### src/rtl/disp_layer_sched.sv
// ---------------------------------------------------------------------------
// disp_layer_sched
//
// Layer scheduler for the VGA output path (clk_vga domain). Arbitrates five
// per-pixel layer requests (0 me, 1 bullet, 2 enemy, 3 bonus, 4 info) under a
// software-loadable priority order and enable mask, and drives the winning
// colour through a 2-stage pipeline. New configurations are staged in pending
// registers and only become active on a frame_end_i pulse, so a frame is
// never rendered with mixed settings.
//
// Optional feature macro: LAYER_BLINK_EN
//   defined   : info layer is additionally gated by frame_cnt_o[3]
//               (visible 8 frames, hidden 8 frames)
//   undefined : info layer depends only on its alpha and enable
//
// Ports:
//   clk_vga, rst             pixel clock, async active-high reset
//   disp_i                   pixel is in the visible area
//   frame_end_i              one-cycle pulse at start of vertical blanking
//   *_rgb_i, *_alpha_i       per-layer colour and opaque flag
//   cfg_valid_i/cfg_ready_o  configuration handshake
//   cfg_order_i              slot k = [3k+2:3k] = layer index, slot 0 highest
//   cfg_en_i                 per-layer enable (bit = layer index)
//   cfg_bg_i                 background colour
//   cfg_err_o                one-cycle pulse: rejected configuration
//   rgb_o, layer_o           composited pixel, winner (5 = bg, 6 = blanked)
//   frame_cnt_o              frames since reset (wraps)
//   dbg_cfg_state_o          config FSM state (0 = IDLE, 1 = PEND)
//
// Handshake: a configuration transfers on any cycle where cfg_valid_i and
// cfg_ready_o are both high. Invalid offers are still consumed (ready stays
// high) and answered with cfg_err_o one cycle later.
// ---------------------------------------------------------------------------
module disp_layer_sched #(
  parameter int RGB_W  = 12,
  parameter int FCNT_W = 6
) (
  input  logic              clk_vga,
  input  logic              rst,
  input  logic              disp_i,
  input  logic              frame_end_i,
  input  logic [RGB_W-1:0]  me_rgb_i,
  input  logic [RGB_W-1:0]  bullet_rgb_i,
  input  logic [RGB_W-1:0]  enemy_rgb_i,
  input  logic [RGB_W-1:0]  bonus_rgb_i,
  input  logic [RGB_W-1:0]  info_rgb_i,
  input  logic              me_alpha_i,
  input  logic              bullet_alpha_i,
  input  logic              enemy_alpha_i,
  input  logic              bonus_alpha_i,
  input  logic              info_alpha_i,
  input  logic              cfg_valid_i,
  output logic              cfg_ready_o,
  input  logic [14:0]       cfg_order_i,
  input  logic [4:0]        cfg_en_i,
  input  logic [RGB_W-1:0]  cfg_bg_i,
  output logic              cfg_err_o,
  output logic [RGB_W-1:0]  rgb_o,
  output logic [2:0]        layer_o,
  output logic [FCNT_W-1:0] frame_cnt_o,
  output logic              dbg_cfg_state_o
);

  typedef enum logic {
    CFG_IDLE = 1'b0,
    CFG_PEND = 1'b1
  } cfg_state_t;

  localparam logic [14:0] ORDER_RST = 15'b000_100_011_010_001;

  // Config state
  cfg_state_t          state_q, state_d;
  logic [14:0]         pend_order_q, pend_order_d;
  logic [4:0]          pend_en_q, pend_en_d;
  logic [RGB_W-1:0]    pend_bg_q, pend_bg_d;
  logic [14:0]         act_order_q, act_order_d;
  logic [4:0]          act_en_q, act_en_d;
  logic [RGB_W-1:0]    act_bg_q, act_bg_d;
  logic                cfg_err_q, cfg_err_d;
  logic [FCNT_W-1:0]   frame_cnt_q, frame_cnt_d;

  // Pipeline state
  logic                disp_s1_q, disp_s1_d;
  logic [4:0]          alpha_s1_q, alpha_s1_d;
  logic [RGB_W-1:0]    me_s1_q, me_s1_d;
  logic [RGB_W-1:0]    bullet_s1_q, bullet_s1_d;
  logic [RGB_W-1:0]    enemy_s1_q, enemy_s1_d;
  logic [RGB_W-1:0]    bonus_s1_q, bonus_s1_d;
  logic [RGB_W-1:0]    info_s1_q, info_s1_d;
  logic [RGB_W-1:0]    rgb_q, rgb_d;
  logic [2:0]          layer_q, layer_d;

  // Order validation: every slot in 0..4 and all five indices present.
  // With five slots, "all five present" implies distinct.
  logic [4:0] seen;
  logic [2:0] chk_slot;
  logic       cfg_ok;

  always_comb begin
    seen     = 5'h00;
    chk_slot = 3'd0;
    for (int k = 0; k < 5; k++) begin
      chk_slot = cfg_order_i[3*k +: 3];
      if (chk_slot <= 3'd4) seen[chk_slot] = 1'b1;
    end
    cfg_ok = (seen == 5'h1F);
  end

  // Config FSM and frame counter
  always_comb begin
    state_d      = state_q;
    pend_order_d = pend_order_q;
    pend_en_d    = pend_en_q;
    pend_bg_d    = pend_bg_q;
    act_order_d  = act_order_q;
    act_en_d     = act_en_q;
    act_bg_d     = act_bg_q;
    cfg_err_d    = 1'b0;
    frame_cnt_d  = frame_cnt_q;

    if (frame_end_i) frame_cnt_d = frame_cnt_q + 1'b1;

    case (state_q)
      CFG_IDLE: begin
        // An accept on a frame_end_i cycle lands in PEND only after this
        // edge, so it waits for the following frame_end_i to commit.
        if (cfg_valid_i) begin
          if (cfg_ok) begin
            pend_order_d = cfg_order_i;
            pend_en_d    = cfg_en_i;
            pend_bg_d    = cfg_bg_i;
            state_d      = CFG_PEND;
          end else begin
            cfg_err_d = 1'b1;
          end
        end
      end
      CFG_PEND: begin
        if (frame_end_i) begin
          act_order_d = pend_order_q;
          act_en_d    = pend_en_q;
          act_bg_d    = pend_bg_q;
          state_d     = CFG_IDLE;
        end
      end
      default: state_d = CFG_IDLE;
    endcase
  end

  // Stage 1: register pixel inputs with enable-masked alphas
  always_comb begin
    disp_s1_d     = disp_i;
    me_s1_d       = me_rgb_i;
    bullet_s1_d   = bullet_rgb_i;
    enemy_s1_d    = enemy_rgb_i;
    bonus_s1_d    = bonus_rgb_i;
    info_s1_d     = info_rgb_i;
    alpha_s1_d    = {info_alpha_i, bonus_alpha_i, enemy_alpha_i,
                     bullet_alpha_i, me_alpha_i} & act_en_q;
`ifdef LAYER_BLINK_EN
    alpha_s1_d[4] = alpha_s1_d[4] & frame_cnt_q[3];
`else
    alpha_s1_d[4] = alpha_s1_d[4];
`endif
  end

  // Stage 2: priority scan. Walking from slot 4 down to slot 0 lets the
  // highest-priority opaque layer overwrite any lower one.
  logic [2:0] scan_slot;
  logic [2:0] win_idx;
  logic       win_found;

  always_comb begin
    scan_slot = 3'd0;
    win_idx   = 3'd5;
    win_found = 1'b0;
    for (int k = 4; k >= 0; k--) begin
      scan_slot = act_order_q[3*k +: 3];
      if (scan_slot <= 3'd4 && alpha_s1_q[scan_slot]) begin
        win_idx   = scan_slot;
        win_found = 1'b1;
      end
    end

    rgb_d   = act_bg_q;
    layer_d = 3'd5;
    if (!disp_s1_q) begin
      rgb_d   = '0;
      layer_d = 3'd6;
    end else if (win_found) begin
      layer_d = win_idx;
      case (win_idx)
        3'd0:    rgb_d = me_s1_q;
        3'd1:    rgb_d = bullet_s1_q;
        3'd2:    rgb_d = enemy_s1_q;
        3'd3:    rgb_d = bonus_s1_q;
        3'd4:    rgb_d = info_s1_q;
        default: rgb_d = act_bg_q;
      endcase
    end
  end

  always_ff @(posedge clk_vga or posedge rst) begin
    if (rst) begin
      state_q      <= CFG_IDLE;
      pend_order_q <= ORDER_RST;
      pend_en_q    <= 5'h1F;
      pend_bg_q    <= '0;
      act_order_q  <= ORDER_RST;
      act_en_q     <= 5'h1F;
      act_bg_q     <= '0;
      cfg_err_q    <= 1'b0;
      frame_cnt_q  <= '0;
      disp_s1_q    <= 1'b0;
      alpha_s1_q   <= 5'h00;
      me_s1_q      <= '0;
      bullet_s1_q  <= '0;
      enemy_s1_q   <= '0;
      bonus_s1_q   <= '0;
      info_s1_q    <= '0;
      rgb_q        <= '0;
      layer_q      <= 3'd6;
    end else begin
      state_q      <= state_d;
      pend_order_q <= pend_order_d;
      pend_en_q    <= pend_en_d;
      pend_bg_q    <= pend_bg_d;
      act_order_q  <= act_order_d;
      act_en_q     <= act_en_d;
      act_bg_q     <= act_bg_d;
      cfg_err_q    <= cfg_err_d;
      frame_cnt_q  <= frame_cnt_d;
      disp_s1_q    <= disp_s1_d;
      alpha_s1_q   <= alpha_s1_d;
      me_s1_q      <= me_s1_d;
      bullet_s1_q  <= bullet_s1_d;
      enemy_s1_q   <= enemy_s1_d;
      bonus_s1_q   <= bonus_s1_d;
      info_s1_q    <= info_s1_d;
      rgb_q        <= rgb_d;
      layer_q      <= layer_d;
    end
  end

  assign cfg_ready_o     = (state_q == CFG_IDLE);
  assign cfg_err_o       = cfg_err_q;
  assign rgb_o           = rgb_q;
  assign layer_o         = layer_q;
  assign frame_cnt_o     = frame_cnt_q;
  assign dbg_cfg_state_o = state_q;

endmodule

### config.mk
export PLATFORM = sky130hd
export DESIGN_NAME = disp_layer_sched
export DESIGN_NICKNAME = d
export VERILOG_FILES = /design/src/rtl/disp_layer_sched.sv
export SDC_FILE = /design/constraint.sdc
export NUM_CORES = 1
export LEC_CHECK = 0
export BUFFER_PORTS_ARGS = -buffer_cell sky130_fd_sc_hd__buf_4
export CAP_MARGIN = 20
export CORE_AREA = 2 2 106 108
export CTS_CLUSTER_SIZE = 20
export DETAILED_ROUTE_END_ITERATION = 10
export DIE_AREA = 0 0 108 110
export PLACE_DENSITY = 0.94
export SLEW_MARGIN = 5
export SYNTH_ARGS = -nofsm -noshare
export SYNTH_HDL_FRONTEND = slang
export SYNTH_SLANG_ARGS = --single-unit
### constraint.sdc
create_clock -name clk_vga -period 13.6 [get_ports clk_vga]
set_input_delay 2.04 -clock clk_vga [delete_from_list [all_inputs] [get_ports clk_vga]]
set_output_delay 2.04 -clock clk_vga [all_outputs]
set_load 0.05 [all_outputs]
== After elaboration in Yosys (flattened, before gate mapping) ==
Cells that the tools add are included.

* Register bits after elaboration: 153
* Latch bits: 0
* Bits in writable memories: 0
* Bits in read-only memories: 0
* Input bits: 102
* Logic and storage cells: 115
* Memories: 0

* Add/subtract/negate cells: 1
* $mul: 0
* Div/mod/pow operators: 0
* Magnitude comparators: 25
* Eq/ne operators: 5
* Shift operators: 0
* Mux-type cells: 47
* Bitwise gates (word level): 6
* Reduce and logical (&&, ||, !) cells: 13

{| class="wikitable"
|+ Operators by type and width
! cell !! number
|-
| $pmux W12 S5 || 1
|-
| $lt A3 B4 Y1 const B || 10
|-
| $le A3 B3 Y1 const B || 10
|-
| $mux W5 || 5
|-
| $mux W12 || 2
|-
| $mux W1 || 21
|-
| $mux W3 || 7
|-
| $or A5 B5 Y5 || 4
|-
| $bmux W1 S3 || 5
|-
| $demux W1 S3 || 5
|-
| $ge A3 B1 Y1 const B || 5
|-
| $logic_and A1 B1 Y1 || 10
|-
| $add A6 B1 Y6 const B || 1
|-
| $eq A3 B2 Y1 const B || 2
|-
| $and A5 B5 Y5 || 1
|-
| $eq A5 B5 Y1 const B || 1
|-
| $eq A3 B1 Y1 const B || 1
|-
| $eq A3 B3 Y1 const B || 1
|-
| $logic_not A3 Y1 || 1
|-
| $reduce_and A3 Y1 || 1
|-
| $pmux W1 S2 || 1
|-
| $reduce_and A2 Y1 || 1
|-
| $not A1 Y1 || 1
|}

== Longest topological paths before layout ==
Gate-level depths: netlist of the first run.

* Word-level depth: 17
* Depth in mapped cells: 9

== Worst setup path after synthesis of the first run ==
No wires, ideal clock.

* Path type: input to register
* Start point: input cfg_order_i[5]
* End point: register pend_bg_q[10]
* Library setup time: 0.128 ns
* Data arrival time: 3.694 ns
* Data required time: 13.472 ns
* Slack: 9.779 ns
* Stages on the path: 9
* Buffers on the path: 2
* Cell sequence: nand2b_1 > o22a_1 > a22oi_1 > a41oi_1 > a311oi_1 > and3_1 > buf_2 > buf_4 > mux2_1

* Longest elaborated chain between the ends: 14
* Elaborated cells on any way between the ends: 16
* Classes of those cells: order compare: 3; eq/ne: 1; mux: 6; bitwise: 4; reduce/logical: 2

{| class="wikitable"
|+ Ends and longest elaborated chain
! item !! line !! RTL
|-
| from (decl) || 54 || <nowiki>input logic [14:0] cfg_order_i,</nowiki>
|-
| $lt A3 B4 Y1 (not written as such) / $ge A3 B1 Y1 (equally long branches) || 104 || <nowiki>if (chk_slot <= 3'd4) seen[chk_slot] = 1'b1;</nowiki>
|-
| $logic_and A1 B1 Y1 (not written as such) || 104 ||
|-
| $mux W1 (not written as such) || 104 ||
|-
| $demux W1 S3 || 104 ||
|-
| $or A5 B5 Y5 (no source line) || - ||
|-
| $mux W5 * || 104 ||
|-
| $or A5 B5 Y5 (no source line) || - ||
|-
| $mux W5 * || 104 ||
|-
| $or A5 B5 Y5 (no source line) || - ||
|-
| $mux W5 * || 104 ||
|-
| $or A5 B5 Y5 (no source line) || - ||
|-
| $mux W5 * || 104 ||
|-
| $eq A5 B5 Y1 * || 106 || <nowiki>cfg_ok = (seen == 5'h1F);</nowiki>
|-
| $reduce_and A3 Y1 (no source line) * || - ||
|-
| to (signal assigned) || 227 || <nowiki>pend_bg_q <= pend_bg_d;</nowiki>
|-
| to (decl) || 75 || <nowiki>logic [RGB_W-1:0] pend_bg_q, pend_bg_d;</nowiki>
|}

Mark *: on every way between the ends. The rest lies on a longest branch, timed or not.
A chain may end at the register's enable or synchronous reset.

== Worst setup path after layout of the first run ==
* Start point: input cfg_order_i[5]
* End point: register pend_order_q[14]

* Longest elaborated chain between the ends: 14
* Elaborated cells on any way between the ends: 16
* Classes of those cells: order compare: 3; eq/ne: 1; mux: 6; bitwise: 4; reduce/logical: 2

{| class="wikitable"
|+ Ends and longest elaborated chain
! item !! line !! RTL
|-
| $lt A3 B4 Y1 (not written as such) / $ge A3 B1 Y1 (equally long branches) || 104 ||
|-
| $logic_and A1 B1 Y1 (not written as such) || 104 ||
|-
| $mux W1 (not written as such) || 104 ||
|-
| $demux W1 S3 || 104 ||
|-
| $or A5 B5 Y5 (no source line) || - ||
|-
| $mux W5 * || 104 ||
|-
| $or A5 B5 Y5 (no source line) || - ||
|-
| $mux W5 * || 104 ||
|-
| $or A5 B5 Y5 (no source line) || - ||
|-
| $mux W5 * || 104 ||
|-
| $or A5 B5 Y5 (no source line) || - ||
|-
| $mux W5 * || 104 ||
|-
| $eq A5 B5 Y1 * || 106 ||
|-
| $reduce_and A3 Y1 (no source line) * || - ||
|-
| to (signal assigned) || 225 || <nowiki>pend_order_q <= pend_order_d;</nowiki>
|-
| to (decl) || 73 || <nowiki>logic [14:0] pend_order_q, pend_order_d;</nowiki>
|}

Marks and branches as above.

==> results of run 1 <==
-- cell families (layout without fill, tap and decap cells) --
group / after synthesis / count (layout)
fa+ha+maj: 1 / 1
simple gates: 77 / 77
buf+inv: 28 / 170
flops: 153 / 153
mux: 101 / 101
compound gates: 73 / 73
xor+xnor: 5 / 5
-- power groups by stage --
| stage | Clock, W | Sequential, W | Combinational (W) |
|---|---|---|---|
| after floorplan | 0 | 0.000708 | 0.000398 |
| after global placement | 0 | 0.000647 | 0.000561 |
| after detailed placement | 0 | 0.000656 | 0.000585 |
| after CTS | 0.000413 | 0.000650 | 0.000595 |
| after global routing | 0.000434 | 0.000661 | 0.000641 |
| final | 0.000407 | 0.000651 | 0.000601 |
-- worst paths after layout --
check,endpoint,startpoint,slack [ns]
max,pend_order_q[14]$_DFFE_PP0P_,cfg_order_i[5],9.59
min,cfg_err_o$_DFF_PP0_,dbg_cfg_state_o$_DFF_PP0_,0.48
max reg2reg,rgb_o[9]$_DFF_PP0_,act_order_q[7]$_DFFE_PP1P_,10.22
min reg2reg,cfg_err_o$_DFF_PP0_,dbg_cfg_state_o$_DFF_PP0_,0.48
max in group asynchronous,layer_o[2]$_DFF_PP1_,rst,10.93
min in group asynchronous,bonus_s1_q[11]$_DFF_PP0_,rst,1.58
-- stage by stage --
step	setup WS [ns]	power, W	hold slack (ns)
2_1_floorplan	7.47	0.00111	0.454
3_3_place_gp	9.20	0.00121	0.459
3_5_place_dp	9.10	0.00124	0.476
4_1_cts	9.66	0.00166	0.484
5_1_grt	9.51	0.00174	0.501
6_report	9.59	0.00166	0.483
-- layer usage --
| metal | vias up | wire length (µm) | track usage [%] |
|---|---|---|---|
| met3 | 42 | 787 | 5.41 |
| met5 | - | 0 | 0 |
| met1 | 2117 | 5440 | 30.3 |
| met4 | 0 | 486 | 13.7 |
| met2 | 204 | 7140 | 41.3 |
| li1 | 1882 | - | - |
-- cell usage after synthesis (2+ instances only) --
cell type | instances | area share (%)
a21oi_1 | 4 | 0.32
a22oi_1 | 19 | 2.3
a31oi_1 | 2 | 0.20
a32oi_1 | 2 | 0.28
and2_1 | 6 | 0.60
buf_1 | 3 | 0.18
buf_2 | 5 | 0.40
buf_4 | 5 | 0.60
clkbuf_1 | 4 | 0.24
dfrtp_1 | 131 | 53
dfstp_2 | 22 | 9.3
inv_1 | 8 | 0.48
mux2_1 | 32 | 5.8
mux2_2 | 41 | 7.4
mux2i_1 | 27 | 4.3
nand2_1 | 8 | 0.48
nand2b_1 | 4 | 0.40
nand3_1 | 4 | 0.32
nand3b_1 | 5 | 0.60
nand4_1 | 3 | 0.30
nand4bb_1 | 2 | 0.36
nor2_1 | 18 | 1.1
nor2b_1 | 4 | 0.40
nor3_1 | 14 | 1.1
nor3b_1 | 3 | 0.36
o21a_1 | 4 | 0.48
o221a_1 | 12 | 2.2
o22a_1 | 2 | 0.28
o22ai_1 | 13 | 1.3
xnor2_1 | 3 | 0.42
xor2_1 | 2 | 0.28
-- final cells by class --
type | instances | area (µm²)
clock buffer | 22 | 443
multi-input combinational | 257 | 2230
clock inverter | 10 | 71.3
fill | 660 | 2900
tap | 140 | 175
sequential | 153 | 3860
inverter | 8 | 35.0
timing repair buffer | 130 | 996
-- sequential cells by signal, indices dropped and copies added (netlist names) --
name / count
act_en_q: 5
dbg_cfg_state_o: 1
enemy_s1_q: 12
pend_order_q: 15
rgb_o: 12
frame_cnt_o: 6
layer_o: 3
act_order_q: 15
pend_bg_q: 12
me_s1_q: 12
info_s1_q: 12
pend_en_q: 5
bullet_s1_q: 12
cfg_err_o: 1
disp_s1_q: 1
act_bg_q: 12
alpha_s1_q: 5
bonus_s1_q: 12
==> out/metrics.yaml, run 1 <==
peakVddDrop_mv: 0.116
nets: 670
worst_slew_pin_slew_ns: 1.01
cts_buffers: 17
start_kind: "input pin"
grt_overflow: 0
dieWidth_um: 108
tns_ns: 0
cts_resized: 0
rows: 38
numClockSinks: 153
cp_slowest_stage_delay_ns: 0.80
layout_common_cells: "dfrtp_1 (131), buf_4 (129), mux2_2 (41)"
cts_hold_buf: 0
grt_pass1_wl_mm: 22.1
crit_slowest_cell: "and3_2"
design_area_mm2: 0.00780
cp_max_fo: 33
clock_path_buffers: 2
slew_headroom_pct: 33.0
area_growth_pct: 25.3
yosysUniqueCellTypes: 57
cts_setup_buffers: 0
yosys-mux-area-fraction_pct: 17.8
synth_compound_area_share_pct: 9.68
synth_seq_cells: 153
place.gp.congestion: 0.902
synth_top_family_by_area: "multiplexers"
cts-root-buf: "clkbuf_8"
ys_seq_area_share_pct: 61.9
internal-power_w: 0.00106
port_buffers: 125
wl_mm: 13.9
p_sw_w: 0.000594
synth_xor_area_share_pct: 0.703
setup_viol: 0
crit_path_end_kind: "register"
power_frac_clock_pct: 24.5
critical_path_class: "in2reg"
dpl.hpwl_mm: 9.44
async_flop_share_pct: 100
synth-adder-area-share_pct: 0.201
initial_core_util_pct: 58.2
path_buf_inv: 1
hold_viol_final: 0
place_area_mm2: 0.00725
core_area_mm2: 0.0107
outcome: "completed"
die_y_um: 110
utilization_pct: 72.9
cp_num_cells: 8
num_vias: 4245
reg2reg_depth: 7
synthSimpleGateAreaFrac_pct: 7.05
grt_pass1_vias: 4529
path_cells: "buf_4, nand2b_1, o22a_1, a22oi_1, a41oi_1, a311oi_1, and3_2, mux2_2"
clk_latency_ns: 0.53
seqPwrFrac_pct: 39.2
hold_path.class: "reg2reg"
syn_area_per_cell_um2: 14.2
synthCells: 438
yosys_warnings: 0
p_comb_share_pct: 36.2
drive_gt1_share_pct: 40.2
final_antenna_net_count: 0
drt_iter0_drc: 288
max_cap_violations: 0
synth_fp_nets: 541
clkTransAtPathRegs_ns: 0.06
switching_share_pct: 35.8
synth_edf_count: 0
fmax_mhz: 250
placed_cells: 686
final_common_cell: "dfrtp_1"
grt_start_max_net_pins: 85
power.density_mw_per_mm2: 213
dieArea_mm2: 0.0119
viasPerCell: 5.90
synth-main-ff-cell: "dfrtp_1"
rsz0062_at_grt: "false"
fin_crit_ns: 4.01
grt.total_usage_pct: 24.8
dr.pass1.iters: 5
slew_viol_final: 0
fin_crit_sh_pct: 29.4
crit_arrival_ns: 4.42
cts_tree: "built"
skew_ns: 0.00744
ios: 126
drc: 0
holdPathStages: 1
finalNonFillerCells: 720
n_antenna_cell: 0
syn-cell-area_mm2: 0.00623
ctsHtreeMaxLevel: 4
required_ns: 14.02
p_leak_nw: 3.72
crit_family: "simple AND/OR/NAND/NOR gates"
antenna_found_initial: 0
wl_per_cell_um: 19.2
Note: power is estimated with default switching activity, not from simulation.
==> inputs of run 2 (changes only) <==
- CORE_AREA: 2 2 106 108 -> 2 2 110 112
- DIE_AREA: 0 0 108 110 -> 0 0 112 114
- PLACE_DENSITY: 0.94 -> 0.88
- clock period: 13.6 -> 4.1 ns (I/O delays scaled with it)
==> run 2 against run 1 <==
  * Count of clock-buffer cells in the layout is 4 lower
  * Final cell count is 0.83% higher
  * Sequential power grew to 3.3 times the previous value
  * First-iteration DRC count is 0.69% higher
  * Hold slack worse by 0.19 ns
  * Worst setup slack worse by 8.9 ns
  * Non-clock buffer count stayed put
  * Global-route usage is 0.90 points lower
  * Via count is 0.90% lower
==> out/metrics.yaml, run 2 (synthesis results as in run 1) <==
setup_viol: 0
final_common_cell: "dfrtp_1"
area_growth_pct: 27.5
fmax_mhz: 293
crit_path_end_kind: "register"
place_area_mm2: 0.00728
grt_start_max_net_pins: 115
clkTransAtPathRegs_ns: 0.06
viasPerCell: 5.79
min_to: "me_s1_q[4]$_DFF_PP0_"
num_vias: 4207
grt_pass1_vias: 4381
initial_core_util_pct: 53.2
holdPathStages: 1
cts_resized: 0
wl_mm: 14.5
design_area_mm2: 0.00794
power.density_mw_per_mm2: 737
cp-startpoint: "act_order_q[7]$_DFFE_PP1P_"
ios: 126
final_antenna_net_count: 0
dr.pass1.iters: 5
crit_arrival_ns: 3.72
peakVddDrop_mv: 0.476
wl_per_cell_um: 20.0
core_area_mm2: 0.0117
n_antenna_cell: 0
cts_hold_buf: 0
rsz0062_at_grt: "false"
place.gp.congestion: 0.868
critical_path_class: "reg2reg"
reg2reg_depth: 7
outcome: "completed"
layout_common_cells: "dfrtp_1 (131), buf_4 (128), mux2_2 (41)"
ctsHtreeMaxLevel: 4
hold_viol_final: 0
tns_ns: 0
start_kind: "register"
port_buffers: 125
dpl.hpwl_mm: 9.44
slew_viol_final: 0
dieWidth_um: 112
slew_headroom_pct: 30.2
cts_setup_buffers: 0
ff2ff_setup_slack_ns: 0.68
cts_buffers: 17
rr_endpoint: "rgb_o[6]$_DFF_PP0_"
max_cap_violations: 0
cts-root-buf: "clkbuf_16"
holdCritStartpoint: "me_rgb_i[4]"
worst_slew_pin_slew_ns: 1.04
hold_path.class: "in2reg"
cts_tree: "built"
drt_iter0_drc: 290
grt_overflow: 0
grt.total_usage_pct: 23.9
r2r-start: "act_order_q[7]$_DFFE_PP1P_"
dieArea_mm2: 0.0128
drc: 0
antenna_found_initial: 0
required_ns: 4.40
drive_gt1_share_pct: 40.8
p_leak_nw: 3.78
numClockSinks: 153
place_ws_ns: 0.886
worst_slack_ns: 0.683
rows: 40
clock_path_buffers: 2
reg.largest.list: "act_order_q (15), pend_order_q (15)"
skew_ns: 0.00753
cp_max_fo: 14
grt_pass1_wl_mm: 23.2
nets: 670
fin_crit_sh_pct: 83.3
die_y_um: 114
fin_crit_ns: 3.42
clk_latency_ns: 0.43
[run 2: layer usage]
metal,part of all wire (%),global-route usage (%),vias up
li1,-,-,1872
met1,39,29.7,2100
met2,52,40.1,191
met3,5.7,5.63,44
met4,3.7,11.1,0
met5,0,0,-
[run 2: report_power, final]
group          switching [W]  internal, W  leakage, nW
Sequential          0.000253      0.00191         1.86
Combinational        0.00117     0.000859         1.62
Clock               0.000618      0.00104        0.306
[run 2: worst max-delay path, cell delays in order (launching register included)]
cell and delay (ns):
dfstp_2 0.58, mux2_4 0.33, a221oi_4 0.34, nor2_1 0.13
nor4_4 0.63, or2_2 0.43, o21ai_1 0.42, o221a_1 0.43
[run 2: how the worst max path moves through the flow]
stage / end / slack, ns
floorplan: act_bg_q[0]$_DFFE_PP0P_ / 1.57
global placement: pend_bg_q[11]$_DFFE_PP0P_ / 1.05
detailed placement: rgb_o[3]$_DFF_PP0_ / 0.89
CTS: rgb_o[6]$_DFF_PP0_ / 0.79
global route: rgb_o[6]$_DFF_PP0_ / 0.54
finish: rgb_o[6]$_DFF_PP0_ / 0.68
[run 2: metrics by stage]
| step | std cells | utilization, % | total power, W | hold slack, ns |
|---|---|---|---|---|
| 5_1_grt | 726 | 67.8 | 0.00611 | 0.276 |
| 2_1_floorplan | 438 | - | 0.00367 | 0.454 |
| 3_3_place_gp | 694 | 62.2 | 0.00401 | 0.463 |
| 3_5_place_dp | 694 | 62.2 | 0.00412 | 0.472 |
| 6_report | 726 | 67.8 | 0.00585 | 0.291 |
| 4_1_cts | 725 | 67.6 | 0.00585 | 0.279 |
[run 2: layout make-up]
type	instances	area [µm²]
sequential	153	3860
fill	795	3770
tap	147	184
inverter	8	33.8
timing repair buffer	130	1010
multi-input combinational	257	2230
clock inverter	13	191
clock buffer	18	439
==> inputs of run 3 (changes only) <==
- ABC_AREA: default -> 1
- CORE_AREA: 2 2 110 112 -> 2 2 111 113
- DIE_AREA: 0 0 112 114 -> 0 0 113 115
- clock period: 4.1 -> 3.6 ns (I/O delays scaled with it)
==> run 3 against run 2 <==
  * The run now ends with DRC left
  * Sequential share of layout area fell by 0.084 points
  * Wire length grew 3.1%
  * Largest cell class unchanged
  * First-iteration DRC count is 120% higher
  * Utilization decreased by 0.46 points
  * Sequential cell count unchanged
==> out/metrics.yaml, run 3 <==
yosysMostFrequentCell: "nand2_1"
cts_resized: 0
slew_viol_final: 0
setup_viol: 0
grt_start_max_net_pins: 101
fin_crit_ns: 2.90
skew_ns: 0.00540
synth_area_leaders: "dfrtp_1 (52%), dfstp_2 (9.2%), nand2_1 (8.9%)"
fin_crit_sh_pct: 80.5
grt_pass1_wl_mm: 24.4
synth_edf_count: 0
synth_fp_nets: 751
rsz0062_at_grt: "false"
area_growth_pct: 26.1
start_kind: "register"
power.density_mw_per_mm2: 934
clock_path_buffers: 2
rows: 40
crit_arrival_ns: 3.25
synth_top_cell_area_share_pct: 52.0
cp_common_cell: "nand2_1"
synth_seq_cells: 153
cp_max_fo: 39
reg.largest.list: "act_order_q (15), pend_order_q (15)"
cts_buffers: 17
power_w: 0.00743
synthTopCellsByCount: "nand2_1 (149), dfrtp_1 (131), inv_1 (71)"
cts_setup_buffers: 0
nets: 873
synthCells: 648
syn-cell-area_mm2: 0.00631
synth-main-ff-cell: "dfrtp_1"
crit_path_end_kind: "register"
outcome: "finished, violations left"
async_flop_share_pct: 100
core_area_mm2: 0.0118
grt_pass1_vias: 4985
cts-root-buf: "clkbuf_16"
layout_common_cells: "nand2_1 (149), dfrtp_1 (131), buf_4 (128)"
power_frac_clock_pct: 25.0
place.gp.congestion: 0.869
cp_slowest_stage_delay_ns: 0.69
seqPwrFrac_pct: 32.5
die_y_um: 115
p_leak_nw: 4.14
clk_latency_ns: 0.42
violations: "DRC"
ios: 126
max_cap_violations: 0
port_buffers: 125
ys_seq_area_share_pct: 61.2
slew_headroom_pct: 34.0
dr.pass1.iters: 9
dieWidth_um: 113
hold_path.class: "in2reg"
path_cells: "inv_1, nand2_1, nand3_1, nand3_2, nand2_1, nand2_1, nand3_1, nand2_1, nand2_1, nand2_2, nor2_2, nand2_1, nand2_1, nor2_1, a21oi_2"
syn_area_per_cell_um2: 9.73
cts_tree: "built"
grt_overflow: 0
p_comb_share_pct: 42.6
switching_share_pct: 42.4
fmax_mhz: 345
drc: 11
yosysUniqueCellTypes: 33
dieArea_mm2: 0.0130
numClockSinks: 153
cts_hold_buf: 0
antenna_found_initial: 0
grt.total_usage_pct: 24.3
drive_gt1_share_pct: 29.0
worst_slew_pin_slew_ns: 0.987
yosys.area.top_type: "dfrtp_1"
internal-power_w: 0.00428
wl_mm: 15.0
required_ns: 3.95
num_vias: 5031
hold_viol_final: 0
drt_iter0_drc: 641
tns_ns: 0
critical_path_class: "reg2reg"
clkTransAtPathRegs_ns: 0.06
n_antenna_cell: 0
p_sw_w: 0.00315
crit_slowest_cell: "nor2_2"
wl_per_cell_um: 16.1
dpl.hpwl_mm: 10.2
final_antenna_net_count: 0
viasPerCell: 5.41
yosys_warnings: 0
peakVddDrop_mv: 0.799
initial_core_util_pct: 53.4
final_common_cell: "nand2_1"
ctsHtreeMaxLevel: 4
## run 3: cell types whose count changed after synthesis, sizes merged, moves of 13 or more
cell and change:
mux2i -27, o22ai -13, nand4 +28, inv +73, nand3 +38, a21oi +26
o21ai +46, nor2 +18, mux2 -56, a22oi -19, nand2 +144
## run 3: stage by stage
| stage | std cells | setup WS [ns] | util [%] | hold WS, ns | cell area, µm² |
|---|---|---|---|---|---|
| floorplan | 648 | 1.15 | - | 0.452 | 6310 |
| global placement | 898 | 0.893 | 62.1 | 0.458 | 7330 |
| detailed placement | 898 | 0.837 | 62.1 | 0.466 | 7330 |
| CTS | 930 | 0.763 | 67.3 | 0.209 | 7950 |
| global route | 930 | 0.494 | 67.3 | 0.210 | 7950 |
| finish | 930 | 0.703 | 67.3 | 0.222 | 7950 |
## run 3: cell type report
| type | count | area [µm²] |
|---|---|---|
| Fill cell | 892 | 3860 |
| Sequential cell | 153 | 3860 |
| Multi-Input combinational cell | 387 | 1980 |
| Timing Repair Buffer | 130 | 1000 |
| Clock buffer | 19 | 443 |
| Inverter | 81 | 308 |
| Tap cell | 147 | 184 |
| Clock inverter | 13 | 176 |
## run 3: path summary, 6_finish.rpt
check | startpoint | to | slack, ns | cells past startpoint
worst min-delay path | enemy_rgb_i[2] | enemy_s1_q[2]$_DFF_PP0_ | 0.22 | 1
max in group asynchronous | rst | pend_en_q[0]$_DFFE_PP1P_ | 2.30 | 3
worst max-delay path | alpha_s1_q[1]$_DFF_PP0_ | rgb_o[9]$_DFF_PP0_ | 0.70 | 15
min in group asynchronous | rst | info_s1_q[9]$_DFF_PP0_ | 0.31 | 2
worst min register to register | frame_cnt_o[5]$_DFFE_PP0P_ | frame_cnt_o[5]$_DFFE_PP0P_ | 0.47 | 1
worst max register to register | alpha_s1_q[1]$_DFF_PP0_ | rgb_o[9]$_DFF_PP0_ | 0.70 | 15
## run 3: metal layers
metal  global-route usage (%)  vias up  share of wire, %
met3                     5.90       37               7.5
met5                        0        -                 0
met4                     9.35        0               2.4
li1                         -     2361                 -
met2                     39.1      227                48
met1                     32.2     2406                42
## run 3: critical path: cells and delay by family, from the launching register on
kind / cells / cell delay, ns
buf+inv: 1 / 0.16
simple gates: 13 / 2.16
compound gates: 1 / 0.11
flops: 1 / 0.37
## run 3: power groups by stage
stage | clock [W] | combinational (W) | sequential, W
detailed placement | 0 | 0.00309 | 0.00243
floorplan | 0 | 0.00221 | 0.00269
CTS | 0.00189 | 0.00313 | 0.00241
global placement | 0 | 0.00300 | 0.00241
finish | 0.00186 | 0.00316 | 0.00241
global route | 0.00195 | 0.00349 | 0.00245
## run 3: logic make-up (layout without fill, tap and decap cells)
kind of cell | after synthesis | in the layout | synth area share, %
multiplexers | 18 | 18 | 3.21
AO/OA/AOI/OAI | 90 | 90 | 8.04
flip-flops | 153 | 153 | 61.2
AND/OR/NAND/NOR | 273 | 273 | 19.2
XOR/XNOR | 5 | 5 | 0.695
adder cells (fa/ha/maj) | 1 | 1 | 0.198
buffers and inverters | 108 | 243 | 7.46
